$ cat config.mk
export PLATFORM = sky130hd
export DESIGN_NAME = pbus_addr_gen
export DESIGN_NICKNAME = d
export VERILOG_FILES = /design/src/rtl/pbus_addr_gen.sv
export SDC_FILE = /design/constraint.sdc
export NUM_CORES = 1
export LEC_CHECK = 0
export CAP_MARGIN = 20
export CORE_MARGIN = 5
export CORE_UTILIZATION = 41
export DETAILED_ROUTE_END_ITERATION = 8
export PLACE_DENSITY = 0.82
export SKIP_CTS_REPAIR_TIMING = 1
export SLEW_MARGIN = 20
export SYNTH_ARGS = -nofsm -noshare
export SYNTH_HDL_FRONTEND = slang
export SYNTH_SLANG_ARGS = --single-unit
$ cat constraint.sdc
create_clock -name clk -period 1.9 [get_ports clk]
set_input_delay 0.38 -clock clk [delete_from_list [all_inputs] [get_ports clk]]
set_output_delay 0.38 -clock clk [all_outputs]
set_load 0.005 [all_outputs]
$ cat src/rtl/pbus_addr_gen.sv
// pbus_addr_gen: arbitrates C/S tile-address requests onto the multiplexed P bus with framed latch strobes
module pbus_addr_gen #(
  parameter int SETUP = 1,
  parameter int PULSE = 2,
  parameter int HOLD  = 1
) (
  input  logic        clk,
  input  logic        rst,
  input  logic [23:0] c_addr,
  input  logic        c_valid,
  output logic        c_ready,
  input  logic [15:0] s_addr,
  input  logic        s_valid,
  output logic        s_ready,
  output logic [23:0] p,
  output logic        pck1b,
  output logic        pck2b,
  output logic        c_done,
  output logic        s_done,
  output logic        busy
);
  typedef enum logic [1:0] {ST_IDLE, ST_SETUP, ST_STROBE, ST_HOLD} state_t;
  localparam logic [3:0] SETUP_LD = 4'(SETUP > 0 ? SETUP - 1 : 0);
  localparam logic [3:0] PULSE_LD = 4'(PULSE - 1);
  localparam logic [3:0] HOLD_LD  = 4'(HOLD > 0 ? HOLD - 1 : 0);
  state_t      state_q, state_d;
  logic [3:0]  cnt_q, cnt_d;
  logic        sel_q, sel_d;
  logic        last_q, last_d;
  logic [23:0] p_q, p_d;
  logic        pck1b_q, pck1b_d, pck2b_q, pck2b_d;
  logic        c_done_q, c_done_d, s_done_q, s_done_d;
  logic        busy_q, busy_d;
  logic        idle, c_win, s_win, cnt_end;
  // Arbitration, phase sequencing and registered output values; sel/last are 1 for C
  always_comb begin
    idle    = state_q == ST_IDLE;
    cnt_end = cnt_q == 4'd0;
    c_win   = c_valid && (!s_valid || !last_q);
    s_win   = s_valid && !c_win;
    c_ready = idle && !rst && !(c_valid && s_valid && last_q);
    s_ready = idle && !rst && !(c_valid && s_valid && !last_q);
    state_d = state_q;
    cnt_d   = cnt_end ? cnt_q : cnt_q - 4'd1;
    sel_d   = sel_q;
    last_d  = last_q;
    p_d     = p_q;
    case (state_q)
      ST_IDLE: if (c_win || s_win) begin
        sel_d   = c_win;
        last_d  = c_win;
        p_d     = c_win ? c_addr : {8'h00, s_addr};
        state_d = SETUP == 0 ? ST_STROBE : ST_SETUP;
        cnt_d   = SETUP == 0 ? PULSE_LD : SETUP_LD;
      end
      ST_SETUP: if (cnt_end) begin
        state_d = ST_STROBE;
        cnt_d   = PULSE_LD;
      end
      ST_STROBE: if (cnt_end) begin
        state_d = ST_HOLD;
        cnt_d   = HOLD_LD;
      end
      ST_HOLD: state_d = cnt_end ? ST_IDLE : ST_HOLD;
      default: state_d = ST_IDLE;
    endcase
    pck1b_d  = !(state_d == ST_STROBE && sel_d);
    pck2b_d  = !(state_d == ST_STROBE && !sel_d);
    c_done_d = state_q == ST_STROBE && state_d == ST_HOLD && sel_q;
    s_done_d = state_q == ST_STROBE && state_d == ST_HOLD && !sel_q;
    busy_d   = state_d != ST_IDLE;
  end
  // State and output registers; reset drops any slot in progress without a done
  always_ff @(posedge clk) begin
    if (rst) begin
      state_q  <= ST_IDLE;
      cnt_q    <= 4'd0;
      sel_q    <= 1'b0;
      last_q   <= 1'b0;
      p_q      <= 24'h0;
      pck1b_q  <= 1'b1;
      pck2b_q  <= 1'b1;
      c_done_q <= 1'b0;
      s_done_q <= 1'b0;
      busy_q   <= 1'b0;
    end else begin
      state_q  <= state_d;
      cnt_q    <= cnt_d;
      sel_q    <= sel_d;
      last_q   <= last_d;
      p_q      <= p_d;
      pck1b_q  <= pck1b_d;
      pck2b_q  <= pck2b_d;
      c_done_q <= c_done_d;
      s_done_q <= s_done_d;
      busy_q   <= busy_d;
    end
  end
  assign p      = p_q;
  assign pck1b  = pck1b_q;
  assign pck2b  = pck2b_q;
  assign c_done = c_done_q;
  assign s_done = s_done_q;
  assign busy   = busy_q;
endmodule
==> metrics.md, run 1 <==
| Metric | Value |
|---|---|
| Clock slew at reported path FFs | `70 ps` |
| Cells after Synth | `139` |
| Total Die Area | `5360 um2` |
| Net Sw Frac | `33.9%` |
| Leakage dissipation | `0.00103 uW` |
| GRT Overall Usage | `14.5%` |
| Die Span X | `73.2 um` |
| Worst max-slew margin expressed relative to the limit | `82.0%` |
| WP data required | `1520 ps` |
| Post-synth EDFFs | `0` |
| Number of distinct library cell variants in the gate-level netlist after synthesis | `39` |
| Slowest stage cell, crit path | `clkdlybuf4s50_1` |
| Routed wire length on met2 | `1.80 mm` |
| Setup Viol. Count Final | `0` |
| Final clock skew | `7.26 ps` |
| Critical path's largest stage delay | `420 ps` |
| Total net switching power | `1040 uW` |
| Flops & latches, synth | `37` |
| Number of buffers added by the clock tree synthesis step | `5` |
| RD Place Congestion | `0.767` |
| Global route overflow | `0` |
| Core Rows | `23` |
| Wire length of the first global-routing pass | `6.10 mm` |
| Peak ir drop on the vdd network | `0.701 mV` |
| Area of the core | `3940 um2` |
| Max-capacitance violation count | `0` |
| Height of the chip | `73.2 um` |
| Portion of the post-synthesis area used by sequential elements | `45.2%` |
| Initial core utilization | `41.5%` |
| Gate power share | `47.0%` |
| Clock latency at the later pin of the worst-skew pair | `290 ps` |
| Post-route clock period utilization | `95.9%` |
| Post-synthesis to final-layout area growth | `56.4%` |
| Syn Area/Cell | `11.8 um2` |
| Fin. max-slew vios | `0` |
| Number of flip-flops in the largest register | `24` |
| Most frequent standard cell in the layout excluding fill and tap cells | `clkdlybuf4s50_1` |
| Worst-path fanout max | `3` |
| Length of routed wiring on met1 | `1.56 mm` |
| RSZ-0062 raised after global routing | `false` |
| Number of H-tree levels | `2` |
| Crit path DAT | `1440 ps` |
| Synthesis warning total | `0` |
| Run status | `finished clean` |
| Transition time at the pin with the least slew margin | `268 ps` |
| Share of the core filled with cells | `65.0%` |
| Worst min path class | `reg -> reg` |
| Detailed Place HPWL | `3.03 mm` |
| Hold Vio Cnt, Final | `0` |
| Sinks on Clock Net | `37` |
| Commonest cells after routing, fill and taps aside | `clkdlybuf4s50_1 (72), dfxtp_1 (37), mux2i_1 (16)` |
| Largest net degree at the start of global routing | `22` |
| ANT cells | `0` |
| Power per cell area | `1200 nW/um2` |
| Post-synth net total | `186` |
| Final-layout fill cell count | `326` |
| Clock tree root driver cell | `clkbuf_8` |
| Maximum operating frequency | `549 MHz` |
| Ordered list of cells on the worst path | `clkdlybuf4s50_1 > or3_4 > a31oi_1 > clkbuf_2` |
| I/O pin total | `75` |
| Average wire length per cell after detail routing | `14.1 um` |
| Cell internal power dissipation | `2030 uW` |
| Met3 WL post-DR | `422 um` |
| Post-synthesis cell area | `1640 um2` |
| Top metal layer carrying routed signals | `met4` |
| Fraction of layout cells with a size suffix above 1 | `17.9%` |
| CTS Buffer Depth | `2` |
| Async set-reset flop share out of synthesis | `0%` |
| Detailed-routing iteration count for the pre-antenna-repair pass | `4` |
| Worst setup EP type | `output pin` |
| Critical path class | `in -> out` |
| Clock group share of total power | `16.9%` |
| Final Critical Period | `1820 ps` |
| Drt initial violations | `78` |
| Post-route total power | `3070 uW` |
| Routed via count | `1383` |
| Multi-input logic area | `792 um2` |
| Sequential fraction of design power | `36.1%` |
| Primary flip-flop cell chosen by synthesis mapping | `dfxtp_1` |
| TritonCTS clock tree | `built` |
| Total wirelength of the detailed-routed design | `3.84 mm` |
| Post-detailed-route via-to-cell ratio | `5.07` |
| Net total in the final layout | `269` |
| Critical path startpoint category | `input pin` |
| Via count of the first global-routing pass | `1362` |
| Sequential cell area in the final layout | `741 um2` |
| Number of antenna violations at the first check in global routing | `0` |
| Number of port buffers | `74` |
| Number of remaining DRC errors | `0` |
| Final antenna-violating net count | `0` |
==> layer usage <==
layer / global-route usage, % / up-vias
met5: 0 / -
met4: 4.30 / 0
met3: 6.06 / 7
met2: 24.7 / 48
met1: 16.6 / 643
li1: - / 685
==> cell usage after synthesis (2+ instances only) <==
cell	n	area, um2
dfxtp_1	37	741
mux2i_1	16	160
o2bb2ai_2	10	150
a22o_1	8	70.1
inv_1	7	26.3
o2bb2ai_1	7	61.3
buf_6	4	45.0
a31oi_1	3	18.8
buf_2	3	15.0
ha_1	3	37.5
nor2_1	3	11.3
nor4_1	3	18.8
a21boi_2	2	22.5
a21oi_1	2	10.0
and3_1	2	12.5
buf_4	2	15.0
nand2b_1	2	12.5
nor3_1	2	10.0
or3b_1	2	17.5
xor2_1	2	17.5
==> kinds of logic after synthesis <==
kind of cell	Yosys count	synth area share, %
muxes	16	9.78
AOI/OAI and AO/OA	39	24.1
buffers and inverters	17	6.42
xor gates and xnor gates	3	1.60
DFF	37	45.2
and+or+nand+nor	24	10.5
adders and majority gates	3	2.29
==> per-stage QoR <==
stage          hold WS, ps  TNS [ps]  std cells  area [um2]  setup WS, ps
5_1_grt                489         0        273        2560          5.63
6_report               464         0        273        2560          78.2
2_1_floorplan          423         0        139        1640           407
3_5_place_dp           446      -746        265        2480          -326
4_1_cts                470      -623        273        2560          -332
3_3_place_gp           446      -551        265        2480          -276
==> final cells by class <==
cell class	count	share of cell area, %
well taps	50	2.44
clock inverters	3	0.684
repair buffers	86	33.3
multi-input cells	85	30.9
clock buffers	5	2.69
flip-flops and latches	37	28.9
inverters	7	1.03
==> final timing paths <==
kind	from	to	slack, ps	depth (start not counted)
setup / recovery	rst	c_ready	80	4
hold / removal	p[5]	p[5]	460	1
setup reg to reg	cnt_q[0]	cnt_q[0]	200	8
hold reg to reg	p[5]	p[5]	460	1
==> critical path: cells and delay by family <==
kind            cells  cell delay, ps
buf+inv             2             560
simple gates        1             340
compound gates      1             160
==> power groups by stage <==
stage / Sequential [uW] / Combinational (uW) / Clock, uW
after floorplan: 1120 / 853 / 0
after global placement: 1120 / 1430 / 0
after detailed placement: 1120 / 1460 / 0
after CTS: 1110 / 1470 / 537
after global routing: 1140 / 1610 / 581
final: 1110 / 1440 / 518
(Power assumes the default switching activity.)
==> run 2: changes to the inputs <==
--- a/config.mk
+++ b/config.mk
@@ -9,6 +9,7 @@
 export CORE_MARGIN = 5
 export CORE_UTILIZATION = 41
 export DETAILED_ROUTE_END_ITERATION = 8
+export MAX_ROUTING_LAYER = met4
 export PLACE_DENSITY = 0.82
 export SKIP_CTS_REPAIR_TIMING = 1
 export SLEW_MARGIN = 20
==> metrics.md, run 2 (synthesis results as in run 1) <==
| Metric | Value |
|---|---|
| Run status | `finished clean` |
| Hold Startpoint | `sel_q` |
| Setup Viol. Count Final | `0 (unchanged)` |
| Cell count after placement | `265 (unchanged)` |
| Final critical-path setup slack | `78.2 ps (-0.0387 ps)` |
| Sinks on Clock Net | `37 (unchanged)` |
| Global route overflow | `0 (unchanged)` |
| Core Rows | `23 (unchanged)` |
| Number of antenna violations at the first check in global routing | `0 (unchanged)` |
| Detailed-routing iteration count for the pre-antenna-repair pass | `4 (unchanged)` |
| Placement-stage worst setup slack | `-326 ps (unchanged)` |
| Largest net degree at the start of global routing | `22 (unchanged)` |
| WP data required | `1520 ps (about the same)` |
| Number of buffers added by the clock tree synthesis step | `5 (unchanged)` |
| Critical path class | `in -> out` |
| Ordered list of cells on the worst path | `clkdlybuf4s50_1 > or3_4 > a31oi_1 > clkbuf_2` |
| Fin. max-slew vios | `0 (unchanged)` |
| Total net switching power | `1040 uW (+0.18%)` |
| Initial core utilization | `41.5% (unchanged)` |
| Leakage dissipation | `0.00103 uW (unchanged)` |
| Routed via count | `1366 (-1.2%)` |
| Critical path startpoint category | `input pin` |
| Final antenna-violating net count | `0 (unchanged)` |
| Slack of the worst reg-to-reg path | `200 ps (about the same)` |
| Slowest stage cell, crit path | `clkdlybuf4s50_1` |
| RD Place Congestion | `0.777 (+1.3%)` |
| CTS Buffer Depth | `2 (unchanged)` |
| Post-synthesis to final-layout area growth | `56.4% (unchanged)` |
| Wire length of the first global-routing pass | `6.10 mm (unchanged)` |
| Sequential fraction of design power | `36.1% (about the same)` |
| Most frequent standard cell in the layout excluding fill and tap cells | `clkdlybuf4s50_1` |
| Fraction of layout cells with a size suffix above 1 | `17.9% (unchanged)` |
| RSZ-0062 raised after global routing | `false` |
| Crit path DAT | `1440 ps (about the same)` |
| Final-layout fill cell count | `326 (unchanged)` |
| I/O pin total | `75 (unchanged)` |
| Clock latency at the later pin of the worst-skew pair | `290 ps (about the same)` |
| Detailed Place HPWL | `3.03 mm (unchanged)` |
| Number of remaining DRC errors | `0 (unchanged)` |
| Instance count along the most critical hold path | `2 (+1)` |
| Average wire length per cell after detail routing | `14.1 um (about the same)` |
| Total wirelength of the detailed-routed design | `3.84 mm (about the same)` |
| ANT cells | `0 (unchanged)` |
| Number of port buffers | `74 (unchanged)` |
| Gate power share | `47.0% (about the same)` |
| Worst setup EP type | `output pin` |
| Area of the core | `3940 um2 (unchanged)` |
| Post-route total power | `3070 uW (about the same)` |
| Worst Reg-to-Reg Cells | `8 (unchanged)` |
| Net total in the final layout | `269 (unchanged)` |
| Post-detailed-route via-to-cell ratio | `5.00 (-1.2%)` |
| Number of flip-flops in the largest register | `24 (unchanged)` |
| Clock group share of total power | `16.9% (about the same)` |
| Power per cell area | `1200 nW/um2 (about the same)` |
| Commonest cells after routing, fill and taps aside | `clkdlybuf4s50_1 (72), dfxtp_1 (37), mux2i_1 (16)` |
| Cell internal power dissipation | `2030 uW (about the same)` |
| Maximum operating frequency | `549 MHz (about the same)` |
| Destination of the worst hold path | `c_done` |
| Critical path's largest stage delay | `420 ps (about the same)` |
| Height of the chip | `73.2 um (unchanged)` |
| Number of standard cells in the layout, taps in and fillers out | `273 (unchanged)` |
| Startpoint of the lowest-slack register-to-register path | `cnt_q[0]` |
| Via count of the first global-routing pass | `1363 (+0.073%)` |
| Drt initial violations | `80 (+2.6%)` |
| Number of H-tree levels | `2 (unchanged)` |
| Worst min path class | `reg -> reg` |
| Final clock skew | `7.30 ps (+0.0393 ps)` |
| Hold Vio Cnt, Final | `0 (unchanged)` |
| TritonCTS clock tree | `built` |
| Peak ir drop on the vdd network | `0.699 mV (-0.29%)` |
| GRT Overall Usage | `15.0% (+0.42 points)` |
| Max-capacitance violation count | `0 (unchanged)` |
| Clock tree root driver cell | `clkbuf_8` |
| Die Span X | `73.2 um (unchanged)` |
| Transition time at the pin with the least slew margin | `268 ps (+0.208 ps)` |
| Post-route clock period utilization | `95.9% (about the same)` |
| End of the worst register-to-register path | `cnt_q[0]` |
| Top Family by Delay on Critical Path | `buffers and inverters` |
| Total Die Area | `5360 um2 (unchanged)` |
| Clock slew at reported path FFs | `70 ps (about the same)` |
| Net Sw Frac | `34.0% (+0.041 points)` |
| Final Critical Period | `1820 ps (+0.0387 ps)` |
| Worst-path fanout max | `3 (unchanged)` |
| Worst max-slew margin expressed relative to the limit | `82.0% (about the same)` |
| Crit path buffers/inverters | `2 (unchanged)` |
## run 2: worst max-delay path by stage
| stage | startpoint | endpoint | slack [ps] | cells past startpoint |
|---|---|---|---|---|
| CTS | rst | c_ready | -330 | 4 |
| global route | cnt_q[0] | cnt_q[0] | 6 | 8 |
| floorplan | cnt_q[0] | cnt_q[0] | 410 | 7 |
| global placement | rst | s_ready | -280 | 4 |
| detailed placement | rst | c_ready | -330 | 4 |
| finish | rst | c_ready | 80 | 4 |
## run 2: layer usage
layer | GRT usage [%] | vias up | share of wire, %
met4 | 4.30 | 0 | 1.4
met2 | 24.7 | 48 | 47
met5 | - | - | 0
li1 | - | 681 | -
met1 | 16.6 | 629 | 41
met3 | 5.92 | 8 | 11
## run 2: worst min-delay path, delay by kind of cell (launching register included)
family | cells | cell delay [ps]
buf+inv | 1 | 50
flops | 1 | 320
simple gates | 1 | 40
## run 2: layout make-up
cell class	instances	area (um2)	area share [%]
repair buffers	86	853	33.3
multi-input cells	85	792	30.9
flip-flops and latches	37	741	28.9
clock buffers	5	68.8	2.69
well taps	50	62.6	2.44
inverters	7	26.3	1.03
clock inverters	3	17.5	0.684
## run 2: power by group through the flow
stage / clock [uW] / combinational [uW] / sequential (uW)
after floorplan: 0 / 853 / 1120
after global placement: 0 / 1430 / 1120
final: 518 / 1440 / 1110
after detailed placement: 0 / 1460 / 1120
after global routing: 581 / 1610 / 1140
after CTS: 537 / 1470 / 1110
## run 2: stage by stage
stage	util [%]	hold slack (ps)	area (um2)	TNS (ps)
after floorplan	-	423	1640	0
after global placement	62.8	446	2480	-551
after detailed placement	62.8	446	2480	-746
after CTS	65.0	470	2560	-623
after global routing	65.0	489	2560	0
final	65.0	464	2560	0
